## src/rtl/fifo_stream_reader_if.sv

```systemverilog
// fifo_stream_reader_if: RAM-port and output-stream signals of the FIFO read controller
interface fifo_stream_reader_if #(parameter int SIZE = 256, parameter int DATA_WIDTH = 8);
  localparam int AW = $clog2(SIZE);
  localparam int CW = $clog2(SIZE + 1);
  logic                  wr_en;
  logic [AW-1:0]         wr_addr;
  logic                  rd_en;
  logic [AW-1:0]         rd_addr;
  logic [DATA_WIDTH-1:0] rd_data;
  logic [DATA_WIDTH-1:0] dout;
  logic                  dout_valid;
  logic                  dout_ready;
  logic [CW-1:0]         count;
  logic                  full;
  logic                  empty;
  logic                  overflow;
  modport master (
    output wr_en, rd_data, dout_ready,
    input  wr_addr, rd_en, rd_addr, dout, dout_valid, count, full, empty, overflow
  );
  modport slave (
    input  wr_en, rd_data, dout_ready,
    output wr_addr, rd_en, rd_addr, dout, dout_valid, count, full, empty, overflow
  );
endinterface

```

## src/rtl/fifo_stream_reader.sv

```systemverilog
// fifo_stream_reader: read controller for a 1-cycle-latency block RAM FIFO with a 2-entry skid buffer
module fifo_stream_reader #(
  parameter int SIZE       = 256,
  parameter int DATA_WIDTH = 8
) (
  input logic clk,
  input logic rst,
  fifo_stream_reader_if.slave bus
);
  localparam int AW = $clog2(SIZE);
  localparam int CW = $clog2(SIZE + 1);
  localparam logic [AW-1:0] LAST = AW'(SIZE - 1);
  logic [CW-1:0]         ram_cnt;
  logic                  inflight;
  logic [1:0]            buf_cnt;
  logic [DATA_WIDTH-1:0] b0, b1;
  logic                  pop, wr_acc;
  assign pop           = (|buf_cnt) & bus.dout_ready;
  assign wr_acc        = bus.wr_en & ~bus.full;
  assign bus.full      = bus.count == CW'(SIZE);
  assign bus.empty     = bus.count == '0;
  assign bus.dout      = b0;
  assign bus.dout_valid = |buf_cnt;
  // ram_cnt is registered, so a word becomes readable only after its write edge
  assign bus.rd_en = (ram_cnt != '0) & ({1'b0, buf_cnt} + 3'(inflight) < 3'd2 + 3'(pop));
  always_ff @(posedge clk or posedge rst) begin
    if (rst) begin
      bus.wr_addr  <= '0;
      bus.rd_addr  <= '0;
      bus.count    <= '0;
      bus.overflow <= 1'b0;
      ram_cnt      <= '0;
      inflight     <= 1'b0;
      buf_cnt      <= '0;
      b0           <= '0;
      b1           <= '0;
    end else begin
      if (wr_acc) bus.wr_addr <= bus.wr_addr == LAST ? '0 : bus.wr_addr + 1'b1;
      if (bus.rd_en) bus.rd_addr <= bus.rd_addr == LAST ? '0 : bus.rd_addr + 1'b1;
      bus.count    <= bus.count + CW'(wr_acc) - CW'(pop);
      bus.overflow <= bus.wr_en & bus.full;
      ram_cnt      <= ram_cnt + CW'(wr_acc) - CW'(bus.rd_en);
      inflight     <= bus.rd_en;
      buf_cnt      <= buf_cnt + 2'(inflight) - 2'(pop);
      // a full buffer never has a read in flight, so a pop either shifts b1 or takes the returning word
      if (pop) b0 <= buf_cnt[1] ? b1 : bus.rd_data;
      else if (inflight) begin
        if (buf_cnt == 2'd0) b0 <= bus.rd_data;
        else b1 <= bus.rd_data;
      end
    end
  end
endmodule

```

## src/flat_wrapper.sv

```systemverilog
// flat-port wrapper written by rule: the top's interface ports become plain ports
module fifo_stream_reader_flat 
#(
  parameter int SIZE       = 256,
  parameter int DATA_WIDTH = 8
)
  (clk, rst, bus_wr_en, bus_rd_data, bus_dout_ready, bus_wr_addr, bus_rd_en, bus_rd_addr, bus_dout, bus_dout_valid, bus_count, bus_full, bus_empty, bus_overflow);
  fifo_stream_reader_if #(.SIZE(SIZE), .DATA_WIDTH(DATA_WIDTH)) bus_i ();
  input logic clk;
  input logic rst;
  input wire logic [$bits(bus_i.wr_en)-1:0] bus_wr_en;
  input wire logic [$bits(bus_i.rd_data)-1:0] bus_rd_data;
  input wire logic [$bits(bus_i.dout_ready)-1:0] bus_dout_ready;
  output wire logic [$bits(bus_i.wr_addr)-1:0] bus_wr_addr;
  output wire logic [$bits(bus_i.rd_en)-1:0] bus_rd_en;
  output wire logic [$bits(bus_i.rd_addr)-1:0] bus_rd_addr;
  output wire logic [$bits(bus_i.dout)-1:0] bus_dout;
  output wire logic [$bits(bus_i.dout_valid)-1:0] bus_dout_valid;
  output wire logic [$bits(bus_i.count)-1:0] bus_count;
  output wire logic [$bits(bus_i.full)-1:0] bus_full;
  output wire logic [$bits(bus_i.empty)-1:0] bus_empty;
  output wire logic [$bits(bus_i.overflow)-1:0] bus_overflow;
  assign bus_i.wr_en = bus_wr_en;
  assign bus_i.rd_data = bus_rd_data;
  assign bus_i.dout_ready = bus_dout_ready;
  assign bus_wr_addr = bus_i.wr_addr;
  assign bus_rd_en = bus_i.rd_en;
  assign bus_rd_addr = bus_i.rd_addr;
  assign bus_dout = bus_i.dout;
  assign bus_dout_valid = bus_i.dout_valid;
  assign bus_count = bus_i.count;
  assign bus_full = bus_i.full;
  assign bus_empty = bus_i.empty;
  assign bus_overflow = bus_i.overflow;
  fifo_stream_reader #(.SIZE(SIZE), .DATA_WIDTH(DATA_WIDTH)) u_core (.clk(clk), .rst(rst), .bus(bus_i));
endmodule
```

## config.mk

```make
export PLATFORM = sky130hd
export DESIGN_NAME = fifo_stream_reader_flat
export DESIGN_NICKNAME = d
export VERILOG_FILES = /design/src/rtl/fifo_stream_reader_if.sv /design/src/rtl/fifo_stream_reader.sv /design/src/flat_wrapper.sv
export SDC_FILE = /design/constraint.sdc
export NUM_CORES = 1
export LEC_CHECK = 0
export CORE_MARGIN = 1
export CORE_UTILIZATION = 40
export CTS_CLUSTER_DIAMETER = 80
export DETAILED_ROUTE_END_ITERATION = 8
export GPL_ROUTABILITY_DRIVEN = 0
export PLACE_DENSITY_LB_ADDON = 0.15
export SLEW_MARGIN = 40
export SYNTH_ARGS = -nofsm -noshare
export SYNTH_HDL_FRONTEND = slang
export SYNTH_SLANG_ARGS = --single-unit
```

## constraint.sdc

```tcl
create_clock -name clk -period 4.9 [get_ports clk]
set_input_delay 0.735 -clock clk [delete_from_list [all_inputs] [get_ports clk]]
set_output_delay 0.735 -clock clk [all_outputs]
set_load 0.005 [all_outputs]
```

# Word level (Yosys, flattened, before mapping)
# Index checks and enable logic that the tools add are counted.
# Widths: inputs -> output; s select.
dict set report word_totals {
  ramBits 0
  out_inout_bits 38
  memories 0
  register_bits 54
  word_cells 44
  latch_bits 0
  romBits 0
}
dict set report op_classes {
  shift 0
  magnitude_cmp 1
  muxes 6
  addsub 10
  n_eq_ne 3
  n_div 0
  bitwise_logic 7
  mul 0
  n_reduce_logical 8
}
# op n
set op_table {}
lappend op_table {{$mux 8} 6}
lappend op_table {{$add 9x1->9} 2}
lappend op_table {{$sub 9x1->9} 2}
lappend op_table {{$add 8x1->8 const B} 2}
lappend op_table {{$eq 8x8->1 const B} 2}
lappend op_table {{$eq 9x9->1 const B} 1}
lappend op_table {{$logic_not 9->1} 1}
lappend op_table {{$reduce_bool 9->1} 1}
lappend op_table {{$and 1x1->1} 4}
lappend op_table {{$reduce_bool 2->1} 2}
lappend op_table {{$add 2x1->3} 1}
lappend op_table {{$add 2x1->3 const A} 1}
lappend op_table {{$lt 3x3->1} 1}
lappend op_table {{$not 1->1} 3}
lappend op_table {{$reduce_and 3->1} 1}
lappend op_table {{$add 2x1->2} 1}
lappend op_table {{$logic_not 2->1} 1}
lappend op_table {{$reduce_and 2->1} 1}
lappend op_table {{$reduce_or 2->1} 1}
lappend op_table {{$sub 2x1->2} 1}

# Longest topological paths before layout
dict set report logic_depth {
  depth_word 6
  depth_mapped 14
  depth_no_buf 14
}

# Least setup slack after synthesis
# No wires, ideal clock.
dict set report synth_path {
  path_type {input port to flip-flop}
  from {input port bus_dout_ready}
  to {register u_core.ram_cnt[8]}
  slack_ns 1.726
  path_stages 12
  t_arrival_ns 3.050
  setup_ns 0.124
  n_path_buf 0
  path_cell_list {o21ai_1 > o21a_1 > a311oi_4 > ha_1 > inv_1 > ha_1 > fa_1 > a21oi_1 > nor4b_1 > nor3_1 > a21oi_1 > xnor2_1}
}
dict set report synth_between {
  elab_chain_cells 5
}
# element line_no
set synth_rtl {}
lappend synth_rtl {{from (decl)} flat_wrapper.sv:13} ;# input wire logic [$bits(bus_i.dout_ready)-1:0] bus_dout_ready;
lappend synth_rtl {{$and 1x1->1} fifo_stream_reader.sv:18} ;# assign pop = (|buf_cnt) & bus.dout_ready;
lappend synth_rtl {{$add 2x1->3} fifo_stream_reader.sv:25} ;# assign bus.rd_en = (ram_cnt != '0) & ({1'b0, buf_cnt} + 3'(inflight) < 3'd2 + 3'(pop));
lappend synth_rtl {{$lt 3x3->1} fifo_stream_reader.sv:25}
lappend synth_rtl {{$and 1x1->1} fifo_stream_reader.sv:25}
lappend synth_rtl {{net bus_rd_en} flat_wrapper.sv:15} ;# output wire logic [$bits(bus_i.rd_en)-1:0] bus_rd_en;
lappend synth_rtl {{$sub 9x1->9} fifo_stream_reader.sv:42} ;# ram_cnt <= ram_cnt + CW'(wr_acc) - CW'(bus.rd_en);
lappend synth_rtl {{to (signal assigned)} fifo_stream_reader.sv:42}
lappend synth_rtl {{to (decl)} fifo_stream_reader.sv:13} ;# logic [CW-1:0] ram_cnt;
# The timed path passes the listed nets, and every way through them passes these cells.
# A chain may end at the register's enable or synchronous reset.

# Final worst setup path
dict set report layout_path {
  from {input port bus_dout_ready}
  to {register u_core.ram_cnt[8]}
}
dict set report layout_between {
  elab_chain_cells 5
}
# element line_no
set layout_rtl {}
lappend layout_rtl {{$and 1x1->1} fifo_stream_reader.sv:18}
lappend layout_rtl {{$add 2x1->3} fifo_stream_reader.sv:25}
lappend layout_rtl {{$lt 3x3->1} fifo_stream_reader.sv:25}
lappend layout_rtl {{$and 1x1->1} fifo_stream_reader.sv:25}
lappend layout_rtl {{$sub 9x1->9} fifo_stream_reader.sv:42}
# Every way passes these cells.

==> reports/results.txt <==
post-synthesis sequential area ratio: 0.4553
IO buf count: 49
final cycle utilization of the critical path: 0.7438
global route overflow: 0
violation count after the first detailed-routing iteration: 67
fraction of layout cells with a size suffix above 1: 0.07831
height of the die: 88.14 um
Fin. Hold Viols: 0
required time at the worst-slack endpoint: 5090 ps
total via count in the routed design: 2051
number of iterations in the first detailed-routing pass: 4
FF+latch count, synth: 54
Clk pin slew, worst setup/hold paths: 100 ps
max-slew violation count: 0
leading cell type in the layout, fill and taps excluded: dfrtp_1
final number of setup-violating endpoints: 0
Clock H-tree levels: 2
number of resized instances in the post-cts repair step: 0
final-layout fill cell count: 667
number of antenna violations at the first check in global routing: 0
site row count: 31
Total Nets Final: 375
status: completed
DP HPWL: 3.745 mm
Num CTS Buffers: 5
count of different cell masters after synthesis: 38
EDFF count, synth: 0
net count of the mapped netlist: 319
total power of the final layout: 2.773 mW
Routed WL: 5.111 mm
Max Cap Violations: 0
Routed Antenna Nets: 0
leakage dissipation: 1.727 nW
setup fix buffers added after clock tree synthesis: 0
Most used DFF post-synth: dfrtp_1
via count of the first global-routing pass: 2039
classification of the worst-slack hold path: flip-flop to flip-flop
first-pass GRT wire length: 8.963 mm
classification of the worst setup path: input pin to flip-flop
DRC violations left: 0
Area growth syn-to-layout: 24.92%
setup repair after global routing missed its margin: no
CTS Hold Buffers Added: 0
arrival time of the worst setup path: 3840 ps
async set-or-reset flop fraction in the synthesized netlist: 1.000
final routed wire length divided by cell count: 11.86 um
master cell of the clock root buffer: clkbuf_8
startpoint class of the critical path: input pin
largest net degree at the start of global routing: 55
Fin Clk Skew: 7.649 ps
routed via count divided by cell count: 4.759
sum of negative setup slack: 0 ps
antenna diode instance count: 0
fmax: 274.4 MHz
Tightest Pin Transition: 691.6 ps
synthesized instance count: 275
average cell area after synthesis: 10.79 um2
Die X: 88.14 um
highest fanout seen on the critical path: 12
full die area: 7768 um2
headroom to the max-slew limit: 0.5389
overall global routing resource usage: 0.1456
worst vdd ir: 333.3 uV
source-to-sink clock delay at the later pin of the worst-skew pair: 310 ps
endpoint class of the critical path: flip-flop
total power per unit cell area: 747.9 nW/um2
Bufs on Longest Clock Path: 2
Yosys warning total: 0
clock tree from TritonCTS: done
Cell Area, Synth: 2968 um2
sink count of the clock tree: 54
area inside the core boundary: 7214 um2
number of I/O pins: 50
most frequent cells in the layout: dfrtp_1, clkdlybuf4s50_1, inv_1
final worst path period need: 3644 ps
initial cell density of the core: 0.4114
## critical path: stages
cell	delay, ps
clkdlybuf4s50_1	510
o21ai_1	90
o21a_1	200
a311oi_4	580
ha_1	240
inv_1	40
ha_1	210
fa_1	400
a21oi_1	200
nor4b_1	70
nor3_1	290
a21oi_1	130
xnor2_1	140
## cell families after synthesis
family          share of synthesized area
compound gates                    0.09991
simple gates                       0.1155
buf+inv                           0.04300
fa+ha+maj                          0.1400
mux                               0.07547
xor+xnor                          0.07083
flops                              0.4553
## synthesized netlist by cell type, types with 5 or more instances
library cell / instances / share of area
a21oi_1: 9 / 0.015
xnor2_1: 14 / 0.041
mux2i_1: 10 / 0.034
nor2_1: 18 / 0.023
ha_1: 30 / 0.13
xor2_1: 10 / 0.030
nand3_1: 6 / 0.010
nand2_1: 20 / 0.025
mux2_2: 11 / 0.042
dfrtp_1: 54 / 0.46
inv_1: 33 / 0.042
and3b_1: 5 / 0.015
o21ai_0: 15 / 0.025
## layer usage
metal	track usage	up-vias	wire length, um	part of all wire
met5	0	-	0	0
met4	0.03079	0	44	0.0086
met3	0.02828	5	160	0.031
met2	0.2537	31	2455	0.48
met1	0.1885	972	2450	0.48
li1	-	1043	-	-
## registers in the layout, indices dropped and copies added (netlist names)
name                 cells
u_core.bus.count         9
u_core.inflight          1
u_core.bus.dout          8
u_core.bus.overflow      1
u_core.bus.wr_addr       8
u_core.ram_cnt           9
u_core.buf_cnt           2
u_core.b1                8
u_core.bus.rd_addr       8
## area by class of cell
class / instances / area (um2) / area share
Clock inverter: 3 / 48.80 / 0.01316
Inverter: 33 / 123.9 / 0.03341
Tap cell: 99 / 123.9 / 0.03341
Clock buffer: 5 / 68.82 / 0.01856
Timing Repair Buffer: 50 / 498.0 / 0.1343
Sequential cell: 54 / 1351 / 0.3645
Multi-Input combinational cell: 187 / 1493 / 0.4026
## per-stage QoR
stage	setup WS, ps	util	area, um2	hold slack, ps	std cells
floorplan	1726	-	2968	473.3	275
global placement	981.5	0.4971	3586	461.8	423
detailed placement	944.1	0.4976	3590	470.5	423
CTS	1258	0.5139	3707	495.7	431
global route	990.3	0.5139	3707	532.0	431
finish	1256	0.5139	3707	486.1	431
## power breakdown
group / internal [mW] / total, mW / switching, mW
Sequential: 0.687 / 0.866 / 0.179
Combinational: 0.859 / 1.60 / 0.738
Clock: 0.156 / 0.310 / 0.154
Total: 1.70 / 2.77 / 1.07
## worst paths after layout
check | from | end | slack, ps | cells past startpoint
setup / recovery | bus_dout_ready | u_core.ram_cnt[8]$_DFF_PP0_ | 1260 | 13
hold / removal | u_core.bus.dout[5]$_DFFE_PP0P_ | u_core.bus.dout[5]$_DFFE_PP0P_ | 490 | 2
setup reg to reg | u_core.buf_cnt[0]$_DFF_PP0_ | u_core.ram_cnt[8]$_DFF_PP0_ | 1450 | 13
hold reg to reg | u_core.bus.dout[5]$_DFFE_PP0P_ | u_core.bus.dout[5]$_DFFE_PP0P_ | 490 | 2
max in group asynchronous | rst | u_core.ram_cnt[4]$_DFF_PP0_ | 3510 | 3
min in group asynchronous | rst | u_core.bus.wr_addr[3]$_DFFE_PP0N_ | 920 | 3
(Power assumes the default switching activity.)
